<file path="src/rtl/ram_arbiter_2p_pkg.sv">
// ram_arbiter_2p_pkg
//   Shared definitions for the two-port RAM arbiter: FSM state encoding,
//   default address/data widths and a small port-index helper.
package ram_arbiter_2p_pkg;

  localparam int AW_DEFAULT = 10;
  localparam int DW_DEFAULT = 8;

  typedef enum logic [1:0] {
    S_IDLE  = 2'd0,
    S_ISSUE = 2'd1,
    S_RESP  = 2'd2
  } state_e;

  // Port index (0/1) to one-hot request/grant vector.
  function automatic logic [1:0] port_onehot(input logic port);
    return port ? 2'b10 : 2'b01;
  endfunction

endpackage

</file>
<file path="src/rtl/ram_arbiter_2p_rr.sv">
// rr_arbiter_2
//   Purely combinational two-way round-robin pick. The "last" pointer is
//   owned by the caller; this block only decides who wins this arbitration.
// Ports
//   req_i    [1:0] in   eligible requests (already masked by the caller)
//   last_i         in   port that won the previous arbitration
//   any_o          out  at least one eligible request
//   winner_o       out  winning port index (0/1), meaningful when any_o=1
module rr_arbiter_2
  import ram_arbiter_2p_pkg::*;
(
  input  logic [1:0] req_i,
  input  logic       last_i,
  output logic       any_o,
  output logic       winner_o
);

  always_comb begin
    any_o    = |req_i;
    winner_o = 1'b0;
    case (req_i)
      2'b01:   winner_o = 1'b0;
      2'b10:   winner_o = 1'b1;
      2'b11:   winner_o = ~last_i;  // tie goes to the port that did not win last
      default: winner_o = 1'b0;
    endcase
  end

endmodule

</file>
<file path="src/rtl/ram_arbiter_2p.sv">
// ram_arbiter_2p
//   Shares one single-port synchronous RAM (1-cycle registered read) between
//   two requesters. The winning command is latched straight into the RAM port
//   registers, driven for one ISSUE cycle, and read data is returned one cycle
//   later with a per-port valid strobe.
// Ports
//   clk_i, rst_i                 clock, asynchronous active-high reset
//   req{0,1}_i                   request, held with we/addr/din until gnt
//   we{0,1}_i                    1=write, 0=read
//   addr{0,1}_i [AW-1:0]         access address
//   din{0,1}_i  [DW-1:0]         write data
//   gnt{0,1}_o                   one-cycle pulse in ISSUE: command accepted
//   rvalid{0,1}_o                one-cycle pulse: rdata_o holds read result
//   rdata_o     [DW-1:0]         shared read data (= ram_dout_i)
//   busy_o                       FSM not idle
//   ram_cs_o, ram_we_o           RAM chip select / write enable
//   ram_addr_o, ram_din_o        RAM address / write data
//   ram_dout_i  [DW-1:0]         RAM read data
module ram_arbiter_2p
  import ram_arbiter_2p_pkg::*;
#(
  parameter int AW = AW_DEFAULT,
  parameter int DW = DW_DEFAULT
) (
  input  logic          clk_i,
  input  logic          rst_i,
  input  logic          req0_i,
  input  logic          req1_i,
  input  logic          we0_i,
  input  logic          we1_i,
  input  logic [AW-1:0] addr0_i,
  input  logic [AW-1:0] addr1_i,
  input  logic [DW-1:0] din0_i,
  input  logic [DW-1:0] din1_i,
  output logic          gnt0_o,
  output logic          gnt1_o,
  output logic          rvalid0_o,
  output logic          rvalid1_o,
  output logic [DW-1:0] rdata_o,
  output logic          busy_o,
  output logic          ram_cs_o,
  output logic          ram_we_o,
  output logic [AW-1:0] ram_addr_o,
  output logic [DW-1:0] ram_din_o,
  input  logic [DW-1:0] ram_dout_i
);

  state_e        state_q;
  logic          winner_q;
  logic          last_q;
  logic [1:0]    gnt_q;
  logic [1:0]    rvalid_q;
  logic          ram_cs_q;
  logic          ram_we_q;
  logic [AW-1:0] ram_addr_q;
  logic [DW-1:0] ram_din_q;

  logic [1:0]    req_elig;
  logic          arb_any;
  logic          arb_winner;
  logic          sel_we;
  logic [AW-1:0] sel_addr;
  logic [DW-1:0] sel_din;

  // While a port is being granted its req line still shows the command just
  // accepted; mask it so the same command is not taken twice.
  always_comb begin
    req_elig = {req1_i, req0_i};
    if (state_q == S_ISSUE) begin
      req_elig = req_elig & ~port_onehot(winner_q);
    end
  end

  rr_arbiter_2 u_rr (
    .req_i    (req_elig),
    .last_i   (last_q),
    .any_o    (arb_any),
    .winner_o (arb_winner)
  );

  assign sel_we   = arb_winner ? we1_i   : we0_i;
  assign sel_addr = arb_winner ? addr1_i : addr0_i;
  assign sel_din  = arb_winner ? din1_i  : din0_i;

  // The RAM port registers double as the command latch: everything the
  // ISSUE cycle needs is captured at the arbitration edge.
  always_ff @(posedge clk_i or posedge rst_i) begin
    if (rst_i) begin
      state_q    <= S_IDLE;
      winner_q   <= 1'b0;
      last_q     <= 1'b1;
      gnt_q      <= 2'b00;
      rvalid_q   <= 2'b00;
      ram_cs_q   <= 1'b0;
      ram_we_q   <= 1'b0;
      ram_addr_q <= '0;
      ram_din_q  <= '0;
    end else begin
      gnt_q    <= 2'b00;
      rvalid_q <= 2'b00;
      ram_cs_q <= 1'b0;
      ram_we_q <= 1'b0;
      case (state_q)
        S_ISSUE: begin
          if (!ram_we_q) begin
            // Read: RAM registers the data at this edge, respond next cycle.
            state_q  <= S_RESP;
            rvalid_q <= port_onehot(winner_q);
          end else if (arb_any) begin
            state_q    <= S_ISSUE;
            winner_q   <= arb_winner;
            last_q     <= arb_winner;
            gnt_q      <= port_onehot(arb_winner);
            ram_cs_q   <= 1'b1;
            ram_we_q   <= sel_we;
            ram_addr_q <= sel_addr;
            ram_din_q  <= sel_din;
          end else begin
            state_q <= S_IDLE;
          end
        end
        default: begin
          // IDLE and RESP (and any illegal code) arbitrate over both ports.
          if (arb_any) begin
            state_q    <= S_ISSUE;
            winner_q   <= arb_winner;
            last_q     <= arb_winner;
            gnt_q      <= port_onehot(arb_winner);
            ram_cs_q   <= 1'b1;
            ram_we_q   <= sel_we;
            ram_addr_q <= sel_addr;
            ram_din_q  <= sel_din;
          end else begin
            state_q <= S_IDLE;
          end
        end
      endcase
    end
  end

  assign gnt0_o     = gnt_q[0];
  assign gnt1_o     = gnt_q[1];
  assign rvalid0_o  = rvalid_q[0];
  assign rvalid1_o  = rvalid_q[1];
  assign busy_o     = (state_q != S_IDLE);
  assign ram_cs_o   = ram_cs_q;
  assign ram_we_o   = ram_we_q;
  assign ram_addr_o = ram_addr_q;
  assign ram_din_o  = ram_din_q;
  assign rdata_o    = ram_dout_i;

endmodule

</file>
<file path="config.mk">
export PLATFORM = sky130hd
export DESIGN_NAME = ram_arbiter_2p
export DESIGN_NICKNAME = d
export VERILOG_FILES = /design/src/rtl/ram_arbiter_2p_pkg.sv /design/src/rtl/ram_arbiter_2p_rr.sv /design/src/rtl/ram_arbiter_2p.sv
export SDC_FILE = /design/constraint.sdc
export NUM_CORES = 1
export LEC_CHECK = 0
export BUFFER_PORTS_ARGS = -buffer_cell sky130_fd_sc_hd__buf_2
export CAP_MARGIN = 20
export CORE_MARGIN = 8
export CORE_UTILIZATION = 30
export DETAILED_ROUTE_END_ITERATION = 8
export GPL_TIMING_DRIVEN = 0
export PLACE_DENSITY_LB_ADDON = 0.12
export SETUP_SLACK_MARGIN = 0.4
export SLEW_MARGIN = 30
export SYNTH_ARGS = -nofsm -noshare
export SYNTH_HDL_FRONTEND = slang
export SYNTH_SLANG_ARGS = --single-unit
</file>
<file path="constraint.sdc">
create_clock -name clk_i -period 1.5 [get_ports clk_i]
set_clock_uncertainty 0.1 [all_clocks]
set_input_delay 0.15 -clock clk_i [delete_from_list [all_inputs] [get_ports clk_i]]
set_output_delay 0.15 -clock clk_i [all_outputs]
set_load 0.01 [all_outputs]
</file>
==> Yosys cells after proc, flatten, opt, wreduce, memory -nomap -nowiden <==
Cells that the tools add are included.
{ "classes": {"n_eq_ne": 4, "mux": 33, "bitwise": 3, "reduce_logical": 2} }
{ "ops": {"columns": ["operator", "n"], "rows": [
  ["2-to-1 mux 10 bit", 4],
  ["2-to-1 mux 8 bit", 4],
  ["2-to-1 mux 2 bit", 10],
  ["2-to-1 mux 1 bit", 14],
  ["equality test 2 bit (second input constant)", 2],
  ["AND 2 bit", 1],
  ["equality test 2 x 1 -> 1 bit (second input constant)", 1],
  ["!= test 2 bit (second input constant)", 1],
  ["NOT 2 bit", 1],
  ["case mux 1 bit (2 select lines)", 1],
  ["nonzero test 2 bit", 1],
  ["OR reduction 2 bit", 1],
  ["NOT 1 bit", 1]
]} }
{ "totals": {"reg_bits": 28, "wordCells": 51} }

==> Longest topological paths before layout <==
Gate-level depths: netlist of the first run.
{ "logic_depth": {"ltp_word": 10, "depth_mapped": 6, "depth_no_buf": 4} }

==> Hierarchy <==
From an unflattened synthesis of the first run, not the netlist that was laid out.
{ "unflattened": {"hier_cells": 117, "hier_area_um2": 1342.5} }
{ "modules_own_cells": {"columns": ["mod", "instances", "cells_per_inst", "area_each_um2"], "rows": [
  ["ram_arbiter_2p", 1, 115, 1328.8],
  ["rr_arbiter_2", 1, 2, 13.8]
]} }

==> Least setup slack after synthesis of the first run <==
Ideal clock, no wire load.
{ "synth_timing": {"path_type": "register to register", "startpoint": "register, netlist name ram_cs_o", "endpoint": "register ram_addr_q[0] (netlist: ram_addr_o[0])", "t_arrival_ns": 1.379, "required_ns": 1.274, "setup_slack_ns": -0.105, "stages_incl_launch_ff": 5, "path_buffers": 0, "cell_sequence": "dfrtp_1 > and3b_1 > a311o_1 > a21boi_4 > a221o_1"} }
{ "synth_rtl": {"columns": ["item", "line", "rtl"], "rows": [
  ["end signal: assignment", "ram_arbiter_2p.sv:116", "ram_addr_q <= sel_addr;"],
  ["end signal: assignment", "ram_arbiter_2p.sv:131", "ram_addr_q <= sel_addr;"],
  ["end: declaration", "ram_arbiter_2p.sv:55", "logic [AW-1:0] ram_addr_q;"]
]} }

==> Worst setup path in the final report of the first run <==
{ "layout_timing": {"startpoint": "register winner_q", "endpoint": "register ram_addr_q[2] (netlist: ram_addr_o[2])"} }
{ "layout_between": {"elab_chain_len": 10, "word_cells_on_any_way": 12, "cone_classes": "2 x eq/ne; 7 x mux; 2 x bitwise; 1 x reduce/logical"} }
{ "layout_rtl": {"columns": ["item", "line", "rtl"], "rows": [
  ["start: declaration", "ram_arbiter_2p.sv:49", "logic winner_q;"],
  ["start signal: assignment", "ram_arbiter_2p.sv:111", "winner_q <= arb_winner;"],
  ["start signal: assignment", "ram_arbiter_2p.sv:126", "winner_q <= arb_winner;"],
  ["2-to-1 mux 2 bit *", "ram_arbiter_2p_pkg.sv:17", "return port ? 2'b10 : 2'b01;"],
  ["NOT 2 bit *", "ram_arbiter_2p.sv:70", "req_elig = req_elig & ~port_onehot(winner_q);"],
  ["AND 2 bit *", "ram_arbiter_2p.sv:70", null],
  ["2-to-1 mux 2 bit *", "ram_arbiter_2p.sv:69", "if (state_q == S_ISSUE) begin"],
  ["equality test 2 bit", "ram_arbiter_2p_rr.sv:21", "case (req_i)"],
  ["case mux 1 bit (2 select lines)", "ram_arbiter_2p_rr.sv:21", null],
  ["2-to-1 mux 10 bit", "ram_arbiter_2p.sv:82", "assign sel_addr = arb_winner ? addr1_i : addr0_i;"],
  ["2-to-1 mux 10 bit *", "ram_arbiter_2p.sv:109, ram_arbiter_2p.sv:124", null],
  ["2-to-1 mux 10 bit", "ram_arbiter_2p.sv:105", "if (!ram_we_q) begin"],
  ["2-to-1 mux 10 bit *", "ram_arbiter_2p.sv:103", "case (state_q)"]
]} }
Every way passes the cells marked *; elsewhere a longest branch is shown, timed or not. The select of a mux whose other input is x is not followed.
A chain may end at the register's enable or synchronous reset.

==> metrics, run 1 <==
run status=finished with violations; failing checks=negative setup slack; starting density of the core=0.314; Final Worst Setup Slack=-139 ps; Fin. Hold Viols=0; slew of the pin with the lowest slew margin=549 ps; total CTS buffers=3; Die X-Extent=81.0 um; number of nets produced by synthesis=159; leak pwr=1.07 nW; utilization after layout=0.507; vias=1222; clock-pin slew of the registers on the worst-case setup and hold paths=90 ps; synthesized area per cell=11.6 um^2; post-placement setup slack=-214 ps; antenna violations before repair=0; final estimated routing congestion in global placement=0.713; Std-Cell Core Area=0.00403 mm^2; vertical die dimension=81.0 um; fraction of synthesis flops using an asynchronous set or reset pin=1.00; post-detailed-route count of antenna-violating nets=0; largest net degree at the start of global routing=28; leading cell type by number of instances after synthesis=dfrtp_1; total power per unit cell area=1890 mW/mm^2; via count of the first global-routing pass=1354; Peak supply drop=740 uV; max capacitance violation total=0; I/O Buffers=74; Fin Hold WS=9.90 ps; number of warnings issued by yosys=0; FF+latch count, synth=27; worst reg-to-reg path cell count=4; minimum clock period after layout=1640 ps; wire per inst=15.6 um; master cell of the clock root buffer=clkbuf_8; number of design rule violations left after detail routing=0; Post-Syn Area=0.00127 mm^2; setup repair after global routing missed its margin=yes; number of antenna cells inserted=0; number of setup violations in the final report=20; worst-skew pair later-pin latency=270 ps; Detailed Routing Iterations Pass 1=4; Critical Path Sink Type=register; ratio of cells with drive above 1 in the final layout=0.593; leading post-synthesis cells by instance count=dfrtp_1 (26), mux2i_1 (10), o21ai_1 (10); post-synth top area share=0.514; remaining global-route overflow=0; Main synth FF type=dfrtp_1; portion of the clock cycle consumed by the worst path in the final layout=1.09; path type of the worst min-delay path=primary input to register; wire length of the first global-routing pass=6.32 mm; Net count, final=255; Detailed Route WL=3.95 mm; all-layer global routing usage=0.121; average via count per standard cell=4.81; CP Data Required Time=1560 ps; Tot Pwr=3.86 mW; DP Cell Count=233; WS Path Type=register to register; CTS tree=yes; largest cells by area after synthesis=dfrtp_1 (51%), mux2i_1 (7.9%), a221o_1 (7.1%); Iter 0 DRT Violations=51; floorplan die area=0.00656 mm^2; worst slew slack as a fraction of its limit=0.633; Worst EP arrival=1700 ps; CP max FO=5; I/O pin total=83; max-slew violation count=0; number of standard cells after synthesis=109; number of different library cells in the post-synthesis netlist=23; register area share after synthesis=0.535; worst-case clock buffer depth=2; area leader, netlist=dfrtp_1; detailed placement HPWL=2.89 mm; # clock sinks=27; cell count of the worst hold path=2; Setup crit start kind=register; FP Rows=23; Post-synth EDFFs=0; fin cells=254; Max Clk Rate=610 MHz; Syn-to-layout area delta=61.3%; number of levels in the clock H-tree=1
## logic make-up (layout without fill, tap and decap cells)
group | Yosys count | after routing | synth area share
and+or+nand+nor | 30 | 30 | 0.149
DFF | 27 | 27 | 0.535
AOI/OAI and AO/OA | 24 | 25 | 0.152
buffers and inverters | 18 | 112 | 0.0850
muxes | 10 | 10 | 0.0791
## flip-flops by register name, indices dropped and copies added (netlist names)
| signal | flops |
|---|---|
| state_q | 1 |
| ram_cs_o | 1 |
| ram_we_o | 1 |
| ram_din_o | 8 |
| ram_addr_o | 10 |
| winner_q | 1 |
| last_q | 1 |
| rvalid_q | 2 |
| gnt_q | 2 |
## cell usage in the layout (no fill, tap or decap), drive strengths merged
cell / instances
buf: 100
dfrtp: 26
o21ai: 11
mux2i: 10
nor3b: 9
a221o: 9
nand3: 9
dlygate4sd3: 4
clkbuf: 4
and2: 3
nor2: 3
inv: 3
a21boi: 2
a21o: 2
nand2b: 1
nor2b: 1
and3b: 1
a311o: 1
and3: 1
nor3: 1
or2: 1
clkinv: 1
dfstp: 1
## worst max-delay path, cell delays in order (launching register included)
cell and delay (ps):
dfrtp_2 450, and3b_1 170, a311o_1 320, a21boi_4 180, a221o_1 300
## routing by layer
| metal | wire length (um) | track usage | share of wire |
|---|---|---|---|
| met5 | 0 | 0 | 0 |
| met4 | 22 | 0.0250 | 0.0056 |
| met2 | 1970 | 0.199 | 0.50 |
| met1 | 1740 | 0.156 | 0.44 |
| met3 | 214 | 0.0298 | 0.054 |
## path summary, 6_finish.rpt
kind,from,endpoint,slack [ps]
setup / recovery,winner_q,ram_addr_o[2],-140
hold / removal,addr0_i[3],ram_addr_o[3],10
setup reg to reg,winner_q,ram_addr_o[2],-140
hold reg to reg,ram_addr_o[6],ram_addr_o[6],410
max in group asynchronous,rst_i,winner_q,540
min in group asynchronous,rst_i,ram_addr_o[6],360
## stage by stage
step           setup TNS [ps]  cell area, um^2
2_1_floorplan            -789             1290
3_3_place_gp            -2940             1730
4_1_cts                 -1980             1970
3_5_place_dp            -3380             1730
6_report                -1770             2040
5_1_grt                 -3000             2040
## what timing repair did
item                                   in CTS  in global routing
setup buffers                               8                  2
pin swaps                                   4                  2
endpoints found under the hold margin      26                  3
hold buffers                                1                  3
setup endpoints to repair                  27                 32
cloned                                      3                  0
resized for setup                          23                  7
## area by class of cell
class	instances	area [um^2]
Buffer	15	136
Clock buffer	3	41.3
Clock inverter	1	5.00
Fill cell	393	1990
Inverter	3	11.3
Multi-Input combinational cell	65	543
Sequential cell	27	679
Tap cell	50	62.6
Timing Repair Buffer	90	563
## report_power, final
part	switching [mW]	internal [mW]	leakage, nW
Clock	0.229	0.186	0.0255
Combinational	1.01	1.14	0.715
Sequential	0.201	1.09	0.326
Total	1.44	2.42	1.07
Note: power is estimated with default switching activity, not from simulation.
==> run 2: changes to the inputs <==
Settings changed: RECOVER_POWER set to 100.
==> run 2 against run 1 <==
- the run still ends with negative setup slack left
- via count is 0.49% higher
- first-iteration DRC count down 5.9%
- clock-buffer cell count unchanged
- final cell count stayed put
- critical path type unchanged
- worst setup slack worse by 0.90 ps
- highest routed layer unchanged
- combinational power fell by 7%
- utilization decreased by 1.5 points
- sequential power hardly changed
- sequential cell count did not move
- wire length unchanged
- largest cell class is now sequential cells
- non-clock buffer count is the same
==> metrics, run 2 (synthesized netlist as in run 1, its figures left out) <==
run status=finished with violations; max-slew violation count=0; largest net degree at the start of global routing=28; average via count per standard cell=4.83; via count of the first global-routing pass=1354; master cell of the clock root buffer=clkbuf_8; Worst EP arrival=1700 ps; Final Worst Setup Slack=-140 ps; max capacitance violation total=0; wire per inst=15.6 um; FP Rows=23; CP max FO=5; number of design rule violations left after detail routing=0; worst-case clock buffer depth=2; path type of the worst min-delay path=primary input to register; WP buf/inv=0; fin cells=254; reg-to-reg endpoint=ram_addr_o[2]; WS Path Type=register to register; Die X-Extent=81.0 um; number of setup violations in the final report=19; Syn-to-layout area delta=56.6%; leak pwr=0.965 nW; max reg flops=10; antenna violations before repair=0; top library cells by usage in the layout, fill and taps aside=buf_2 (42), clkbuf_1 (32), dfrtp_1 (24); Fin. Hold Viols=0; Iter 0 DRT Violations=48; Setup crit start kind=register; Detailed Routing Iterations Pass 1=4; reg2reg start=winner_q; I/O pin total=83; worst hold start=addr0_i[3]; clock-pin slew of the registers on the worst-case setup and hold paths=90 ps; portion of the clock cycle consumed by the worst path in the final layout=1.09; I/O Buffers=74; wire length of the first global-routing pass=6.32 mm; crit-path cells=and3b_1 -> a311o_1 -> a21boi_4 -> a221o_1; Tot Pwr=3.73 mW; minimum clock period after layout=1640 ps; Fin Hold WS=6.26 ps; final setup TNS=-1770 ps; CTS tree=yes; Peak supply drop=718 uV; Detailed Route WL=3.95 mm; number of antenna cells inserted=0; all-layer global routing usage=0.121; CP top delay family=compound AO/OA/AOI/OAI gates; CP Data Required Time=1560 ps; total CTS buffers=3; cell count of the worst hold path=2; register-to-register path setup slack=-140 ps; starting density of the core=0.314; failing checks=negative setup slack; ratio of cells with drive above 1 in the final layout=0.436; critical path's slowest cell=dfrtp_2; Critical Path Sink Type=register; vertical die dimension=81.0 um; setup repair after global routing missed its margin=yes; vias=1228; post-detailed-route count of antenna-violating nets=0; commonest non-fill, non-tap cell in the layout=buf_2; total power per unit cell area=1880 mW/mm^2; worst-case hold path end point=ram_addr_o[3]; floorplan die area=0.00656 mm^2; # clock sinks=27; remaining global-route overflow=0; slew of the pin with the lowest slew margin=550 ps; Net count, final=255; Std-Cell Core Area=0.00403 mm^2; Max Clk Rate=610 MHz; utilization after layout=0.492; final estimated routing congestion in global placement=0.713; DP Cell Count=233; worst reg-to-reg path cell count=4; worst slew slack as a fraction of its limit=0.633; number of levels in the clock H-tree=1; detailed placement HPWL=2.89 mm; max incr delay on CP=450 ps; worst-skew pair later-pin latency=270 ps
==> run 2: what timing repair did <==
| action | in CTS | in global routing |
|---|---|---|
| hold buffers | 1 | 3 |
| buffers inserted | 8 | 2 |
| cloned | 3 | 0 |
| pin swaps | 4 | 2 |
| resized for setup | 23 | 7 |
| endpoints found under the setup margin | 27 | 32 |
| hold endpoints to repair | 26 | 3 |
==> run 2: how the worst max path moves through the flow <==
| stage | start | to | slack [ps] | cells after the start |
|---|---|---|---|---|
| after global placement | winner_q | ram_addr_o[2] | -190 | 5 |
| final | winner_q | ram_addr_o[2] | -140 | 4 |
| after CTS | winner_q | ram_addr_o[4] | -130 | 4 |
| after floorplan | ram_cs_o | ram_addr_o[0] | -60 | 4 |
| after detailed placement | winner_q | ram_addr_o[4] | -210 | 5 |
| after global routing | ram_cs_o | ram_addr_o[2] | -190 | 4 |
==> run 2: area by class of cell <==
cell class                      count  area, um^2
Buffer                             15         136
Multi-Input combinational cell     65         543
Tap cell                           50        62.6
Inverter                            3        11.3
Timing Repair Buffer               90         504
Clock buffer                        3        41.3
Fill cell                         409        2050
Sequential cell                    27         679
Clock inverter                      1        5.00
==> run 2: per-layer routing <==
metal | GRT usage | up-vias | share of wire
li1 | - | 580 | -
met4 | 0.0250 | 0 | 0.0056
met3 | 0.0298 | 4 | 0.056
met5 | 0 | - | 0
met1 | 0.156 | 594 | 0.44
met2 | 0.199 | 50 | 0.50
==> run 2: metrics by stage <==
stage	setup WS (ps)	instance area, um^2
6_report	-140	1980
5_1_grt	-190	1980
4_1_cts	-128	1970
3_5_place_dp	-214	1730
3_3_place_gp	-193	1730
2_1_floorplan	-58.1	1290
==> run 2: report_power, final <==
part	internal [mW]	total [mW]	switching, mW
combinational	1.01	2.01	1.01
clock	0.186	0.416	0.230
sequential	1.09	1.30	0.204
total	2.29	3.73	1.44
